$ cat src/rtl/sap_pkg.sv
// sap_pkg: shared constants for the SAP-1 control path.
//   - opcode encodings (OP_*)
//   - one-hot ring state encodings (T1..T6)
//   - control-word bit indices (CW_*), shared with datapath and bench
//   - is_onehot(): legality check for the ring register
package sap_pkg;

  localparam int unsigned OPC_W = 4;
  localparam int unsigned RING_W = 6;

  localparam logic [OPC_W-1:0] OP_LDA = 4'b0000;
  localparam logic [OPC_W-1:0] OP_ADD = 4'b0001;
  localparam logic [OPC_W-1:0] OP_SUB = 4'b0010;
  localparam logic [OPC_W-1:0] OP_OUT = 4'b1110;
  localparam logic [OPC_W-1:0] OP_HLT = 4'b1111;

  localparam logic [RING_W-1:0] T1 = 6'b000001;
  localparam logic [RING_W-1:0] T2 = 6'b000010;
  localparam logic [RING_W-1:0] T3 = 6'b000100;
  localparam logic [RING_W-1:0] T4 = 6'b001000;
  localparam logic [RING_W-1:0] T5 = 6'b010000;
  localparam logic [RING_W-1:0] T6 = 6'b100000;

  // Control-word bit positions
  localparam int unsigned CW_W           = 12;
  localparam int unsigned CW_PC_INC      = 0;
  localparam int unsigned CW_PC_OUT      = 1;
  localparam int unsigned CW_MAR_LOAD    = 2;
  localparam int unsigned CW_RAM_OUT     = 3;
  localparam int unsigned CW_IR_LOAD     = 4;
  localparam int unsigned CW_IR_ADDR_OUT = 5;
  localparam int unsigned CW_A_LOAD      = 6;
  localparam int unsigned CW_A_OUT       = 7;
  localparam int unsigned CW_B_LOAD      = 8;
  localparam int unsigned CW_ALU_SUB     = 9;
  localparam int unsigned CW_ALU_OUT     = 10;
  localparam int unsigned CW_OUT_LOAD    = 11;

  typedef logic [CW_W-1:0] cw_t;

  function automatic logic is_onehot(input logic [RING_W-1:0] v);
    int unsigned n;
    n = 0;
    for (int i = 0; i < RING_W; i++) n += int'(v[i]);
    return (n == 1);
  endfunction

endpackage

$ cat src/rtl/controller_sequencer_ring_counter.sv
// ring_counter: 6-bit one-hot T-state ring.
//   i_clock  : clock, rising edge
//   i_reset  : async active-high, forces T1
//   hold_i   : freeze current state
//   state_o  : one-hot ring state
// A non-one-hot value is replaced by T1 on the next edge, regardless of hold.
module ring_counter
  import sap_pkg::*;
(
  input  logic              i_clock,
  input  logic              i_reset,
  input  logic              hold_i,
  output logic [RING_W-1:0] state_o
);

  logic [RING_W-1:0] state_q;
  logic [RING_W-1:0] state_d;

  always_comb begin
    state_d = {state_q[RING_W-2:0], state_q[RING_W-1]};
    if (!is_onehot(state_q)) state_d = T1;
    else if (hold_i)         state_d = state_q;
  end

  always_ff @(posedge i_clock or posedge i_reset) begin
    if (i_reset) state_q <= T1;
    else         state_q <= state_d;
  end

  assign state_o = state_q;

endmodule

$ cat src/rtl/controller_sequencer.sv
// controller_sequencer: SAP-1 control unit.
//   i_clock, i_reset (async active-high), i_opcode (IR opcode, valid T4..T6)
//   o_t_state        : one-hot ring state, bit0=T1
//   o_pc_increment, o_pc_out, o_mar_load, o_ram_out, o_ir_load,
//   o_ir_address_out, o_a_load, o_a_out, o_b_load, o_alu_subtract,
//   o_alu_out, o_out_load : active-high datapath strobes
//   o_halt           : machine halted (until reset)
// Strobes decode combinationally from ring state, opcode and the halt flag.
module controller_sequencer
  import sap_pkg::*;
(
  input  logic              i_clock,
  input  logic              i_reset,
  input  logic [OPC_W-1:0]  i_opcode,
  output logic [RING_W-1:0] o_t_state,
  output logic              o_pc_increment,
  output logic              o_pc_out,
  output logic              o_mar_load,
  output logic              o_ram_out,
  output logic              o_ir_load,
  output logic              o_ir_address_out,
  output logic              o_a_load,
  output logic              o_a_out,
  output logic              o_b_load,
  output logic              o_alu_subtract,
  output logic              o_alu_out,
  output logic              o_out_load,
  output logic              o_halt
);

  logic [RING_W-1:0] t_state;
  logic              halt_q;
  logic              halt_d;
  cw_t               cw;

  // HLT in T4 sets the flag on the closing edge; the ring must not advance on
  // that same edge, so the hold uses the next-state value.
  assign halt_d = halt_q | ((t_state == T4) && (i_opcode == OP_HLT));

  ring_counter u_ring (
    .i_clock (i_clock),
    .i_reset (i_reset),
    .hold_i  (halt_d),
    .state_o (t_state)
  );

  always_ff @(posedge i_clock or posedge i_reset) begin
    if (i_reset) halt_q <= 1'b0;
    else         halt_q <= halt_d;
  end

  always_comb begin
    cw = '0;
    if (!halt_q) begin
      case (t_state)
        T1: begin
          cw[CW_PC_OUT]   = 1'b1;
          cw[CW_MAR_LOAD] = 1'b1;
        end
        T2: cw[CW_PC_INC] = 1'b1;
        T3: begin
          cw[CW_RAM_OUT] = 1'b1;
          cw[CW_IR_LOAD] = 1'b1;
        end
        T4: begin
          case (i_opcode)
            OP_LDA, OP_ADD, OP_SUB: begin
              cw[CW_IR_ADDR_OUT] = 1'b1;
              cw[CW_MAR_LOAD]    = 1'b1;
            end
            OP_OUT: begin
              cw[CW_A_OUT]    = 1'b1;
              cw[CW_OUT_LOAD] = 1'b1;
            end
            default: ;
          endcase
        end
        T5: begin
          case (i_opcode)
            OP_LDA: begin
              cw[CW_RAM_OUT] = 1'b1;
              cw[CW_A_LOAD]  = 1'b1;
            end
            OP_ADD, OP_SUB: begin
              cw[CW_RAM_OUT] = 1'b1;
              cw[CW_B_LOAD]  = 1'b1;
            end
            default: ;
          endcase
        end
        T6: begin
          if (i_opcode == OP_ADD || i_opcode == OP_SUB) begin
            cw[CW_ALU_OUT] = 1'b1;
            cw[CW_A_LOAD]  = 1'b1;
            cw[CW_ALU_SUB] = (i_opcode == OP_SUB);
          end
        end
        // non-one-hot ring: everything stays low
        default: ;
      endcase
    end
  end

  assign o_t_state        = t_state;
  assign o_halt           = halt_q;
  assign o_pc_increment   = cw[CW_PC_INC];
  assign o_pc_out         = cw[CW_PC_OUT];
  assign o_mar_load       = cw[CW_MAR_LOAD];
  assign o_ram_out        = cw[CW_RAM_OUT];
  assign o_ir_load        = cw[CW_IR_LOAD];
  assign o_ir_address_out = cw[CW_IR_ADDR_OUT];
  assign o_a_load         = cw[CW_A_LOAD];
  assign o_a_out          = cw[CW_A_OUT];
  assign o_b_load         = cw[CW_B_LOAD];
  assign o_alu_subtract   = cw[CW_ALU_SUB];
  assign o_alu_out        = cw[CW_ALU_OUT];
  assign o_out_load       = cw[CW_OUT_LOAD];

endmodule
$ cat config.mk
export PLATFORM = sky130hd
export DESIGN_NAME = controller_sequencer
export DESIGN_NICKNAME = d
export VERILOG_FILES = /design/src/rtl/sap_pkg.sv /design/src/rtl/controller_sequencer_ring_counter.sv /design/src/rtl/controller_sequencer.sv
export SDC_FILE = /design/constraint.sdc
export NUM_CORES = 1
export LEC_CHECK = 0
export CAP_MARGIN = 20
export CORE_MARGIN = 8
export CORE_UTILIZATION = 41
export DETAILED_ROUTE_END_ITERATION = 8
export HOLD_SLACK_MARGIN = 0.03
export PLACE_DENSITY_LB_ADDON = 0.08
export SLEW_MARGIN = 25
export SYNTH_ARGS = -nofsm -noshare
export SYNTH_HDL_FRONTEND = slang
export SYNTH_SLANG_ARGS = --single-unit
$ cat constraint.sdc
create_clock -name i_clock -period 5.89 [get_ports i_clock]
set_input_delay 1.178 -clock i_clock [delete_from_list [all_inputs] [get_ports i_clock]]
set_output_delay 1.178 -clock i_clock [all_outputs]
set_load 0.02 [all_outputs]
==> results by group <==
Critical path
  • RR Endpoint: u_ring.state_o[0]$_DFFE_PP1P_
  • Worst path required time: 4.71 ns
  • Type of origin of the critical path: input port
  • CP max FO: 4
  • FF-to-FF Start: u_ring.state_o[0]$_DFFE_PP1P_
  • CP Capture Type: output port
  • Worst Path Arrival: 3.00 ns
  • FF-to-FF setup slack: 2.78 ns
  • Crit Path Class: input port to output port
  • Reg2Reg Depth: 9

Hold path
  • Hold_sp: u_ring.state_o[0]$_DFFE_PP1P_
  • Hold Path Depth: 2
  • Hold crit path type: flip-flop to flip-flop
  • Hold EP: u_ring.state_o[1]$_DFFE_PP0P_

Cells and area
  • Footprint of the multi-input gates: 403 um2
  • Reg area: 176 um2
  • Layout area overhead: 42.4%
  • Fill count: 137
  • Core Util, Final: 0.615
  • Area of all placed cells without fillers: 916 um2
  • NumNets Final: 117
  • Fraction of layout cells with a size suffix above 1: 0.0874
  • Ant diodes: 0

GRT
  • Grt ovf: 0
  • Vias in the first global route: 613
  • Antenna violations before repair: 0
  • GR Util All Layers: 0.103
  • First-pass GRT wire length: 2790 um
  • Largest net degree at the start of global routing: 10

Drt
  • Vias/cell: 5.08
  • Vias: 604
  • Routed WL per cell: 13.1 um
  • First DRT Iteration DRCs: 6
  • Post-route DRC: 0
  • WL final: 1560 um
  • DRT Pass-1 Iters: 4
  • Post-route ant nets: 0

Die
  • Core ar.: 0.00149 mm2
  • Die area: 0.00309 mm2
  • Io pins: 25
  • DIE WIDTH: 55.6 um
  • Row count: 14
  • Die H: 55.6 um
  • Initial Util: 0.432

Clock network
  • CTS Buf Count: 3
  • Resized cells post-CTS: 0
  • CTS tree: done
  • Post-cts hold buffer count: 0
  • CTS Root Cell: clkbuf_4
  • TritonCTS Sinks: 7
  • Worst-skew pair later-pin latency: 0.25 ns
  • CTS clk-pin slew, worst paths: 0.05 ns
  • Setup Fix Bufs, Post-CTS: 0
  • H-tree Lvls: 1
  • Deepest clock path buffer count: 2

Run
  • Max Cap Viol: 0

Synth
  • Mapped Avg Cell Area: 8.25 um2
  • Dominant cells by area after synthesis: dfrtp_1, fa_1, ha_1, inv_1, nor2_1
  • Seq cells post-synth: 7
  • Syn. warnings: 0
  • Synth Cell Area: 643 um2
  • Syn_nets: 91
  • Syn Inst Count: 78
  • Share of the synthesized area in the top cell type: 0.233
  • Biggest area consumer among synthesized cells: dfrtp_1
  • Yosys cell types: 27
  • Seq/Total Area, Yosys: 0.274

Timing
  • Final worst path period share: 0.709
  • Clk_skew: 0.00657 ns
  • Achievable Freq: 239 MHz
  • Slew HR: 0.805
  • Final WS setup: 1.71 ns
  • Final hold violation count: 0
  • Total negative slack: 0 ns
  • Final setup violation count: 0
  • RSZ-0062 raised after global routing: false
  • Period minus WS final: 4.18 ns
  • Fin. max-slew vios: 0
  • Least-Margin Pin Slew: 0.291 ns

Run status
  • Status: finished, final reports clean

Pwr
  • Design Power: 374 uW
  • Cell area power density: 408 mW/mm2
  • Leak: 0.000405 uW
  • VDD IR max: 323 uV

Placed design
  • Area after DPL: 888 um2
  • Port bufs: 24
  • Pre-CTS WS: 1.71 ns
  • Post-detail-place hpwl: 1340 um
  • Gpl congestion: 0.775
## synth_stat cells
master     count
a31oi_1        1
mux2i_1        2
nand4_1        1
and3_1         2
nor3_1         5
or2_2          1
a41oi_4        1
a2bb2oi_1      1
a211o_1        1
and2_1         1
o211ai_1       1
nor3b_2        1
or3_1          2
ha_1           4
buf_4          1
a21oi_1        2
nand3_1        4
dfstp_2        1
clkbuf_1       2
dfrtp_1        6
fa_1           3
nand2b_1       2
nor2_1        10
nand2_1        8
inv_1         13
xor2_1         1
and4b_4        1
## where the power goes
part	switching [uW]	internal, uW	leakage [uW]	total, uW
Clock	17.4	24.8	0.0000177	42.1
Combinational	135	108	0.000295	244
Sequential	22.7	65.5	0.0000923	88.1
Total	175	199	0.000405	374
## flip-flops by register name, indices dropped and copies added (netlist names)
signal	cells
o_halt	1
u_ring.state_o	6
## per-stage QoR
stage	hold slack (ns)	instances
final	0.614	119
after global routing	0.662	119
after CTS	0.616	119
after detailed placement	0.613	115
after global placement	0.607	115
after floorplan	0.619	78
## worst max-delay path by stage
stage,cells after the start,startpoint,to
after global placement,6,i_opcode[3],o_ram_out
after global routing,6,i_opcode[3],o_ram_out
after detailed placement,6,i_opcode[3],o_ram_out
after CTS,6,i_opcode[3],o_ram_out
final,6,i_opcode[3],o_ram_out
after floorplan,4,i_opcode[3],o_mar_load
## routing by layer
layer,vias to the layer above,GRT usage,share of wire
li1,302,-,-
met1,284,0.122,0.43
met2,16,0.178,0.50
met3,2,0.0183,0.060
met4,0,0.0423,0.0090
met5,-,0,0
## layout make-up
cell class,instances,share of cell area
tap,16,0.0219
inverter,13,0.0533
clock buffer,3,0.0246
multi-input combinational,55,0.440
clock inverter,1,0.00546
timing repair buffer,24,0.262
sequential,7,0.193
## cell usage in the layout (no fill, tap or decap)
master           synthesis  routed
nor2_1                  10      10
clkdlybuf4s50_1          0      24
nand4_1                  1       1
nor3b_2                  1       1
o211ai_1                 1       1
nor3_1                   5       5
xor2_1                   1       1
dfrtp_1                  6       6
a31oi_1                  1       1
nand3_1                  4       4
or3_1                    2       2
fa_1                     3       3
ha_1                     4       4
a211o_1                  1       1
nand2b_1                 2       2
dfstp_2                  1       1
and2_1                   1       1
and3_1                   2       2
nand2_1                  8       8
inv_1                   13      13
clkbuf_4                 0       3
a41oi_4                  1       1
a2bb2oi_1                1       1
a21oi_1                  2       2
or2_2                    1       1
mux2i_1                  2       2
and4b_4                  1       1
clkinv_2                 0       1
## worst max-delay path, stage by stage
cell	delay (ns)
clkdlybuf4s50_1	0.43
nor3b_2	0.29
nand3_1	0.12
or3_1	0.31
nand2b_1	0.07
clkdlybuf4s50_1	0.59
## cell families after synthesis
group                      after synthesis  synth area share
xor gates and xnor gates                 1            0.0136
and+or+nand+nor                         38             0.304
muxes                                    2            0.0311
AOI/OAI and AO/OA                        7             0.107
adders and majority gates                7             0.171
DFF                                      7             0.274
buffers and inverters                   16            0.0992
Note: power is estimated with default switching activity, not from simulation.
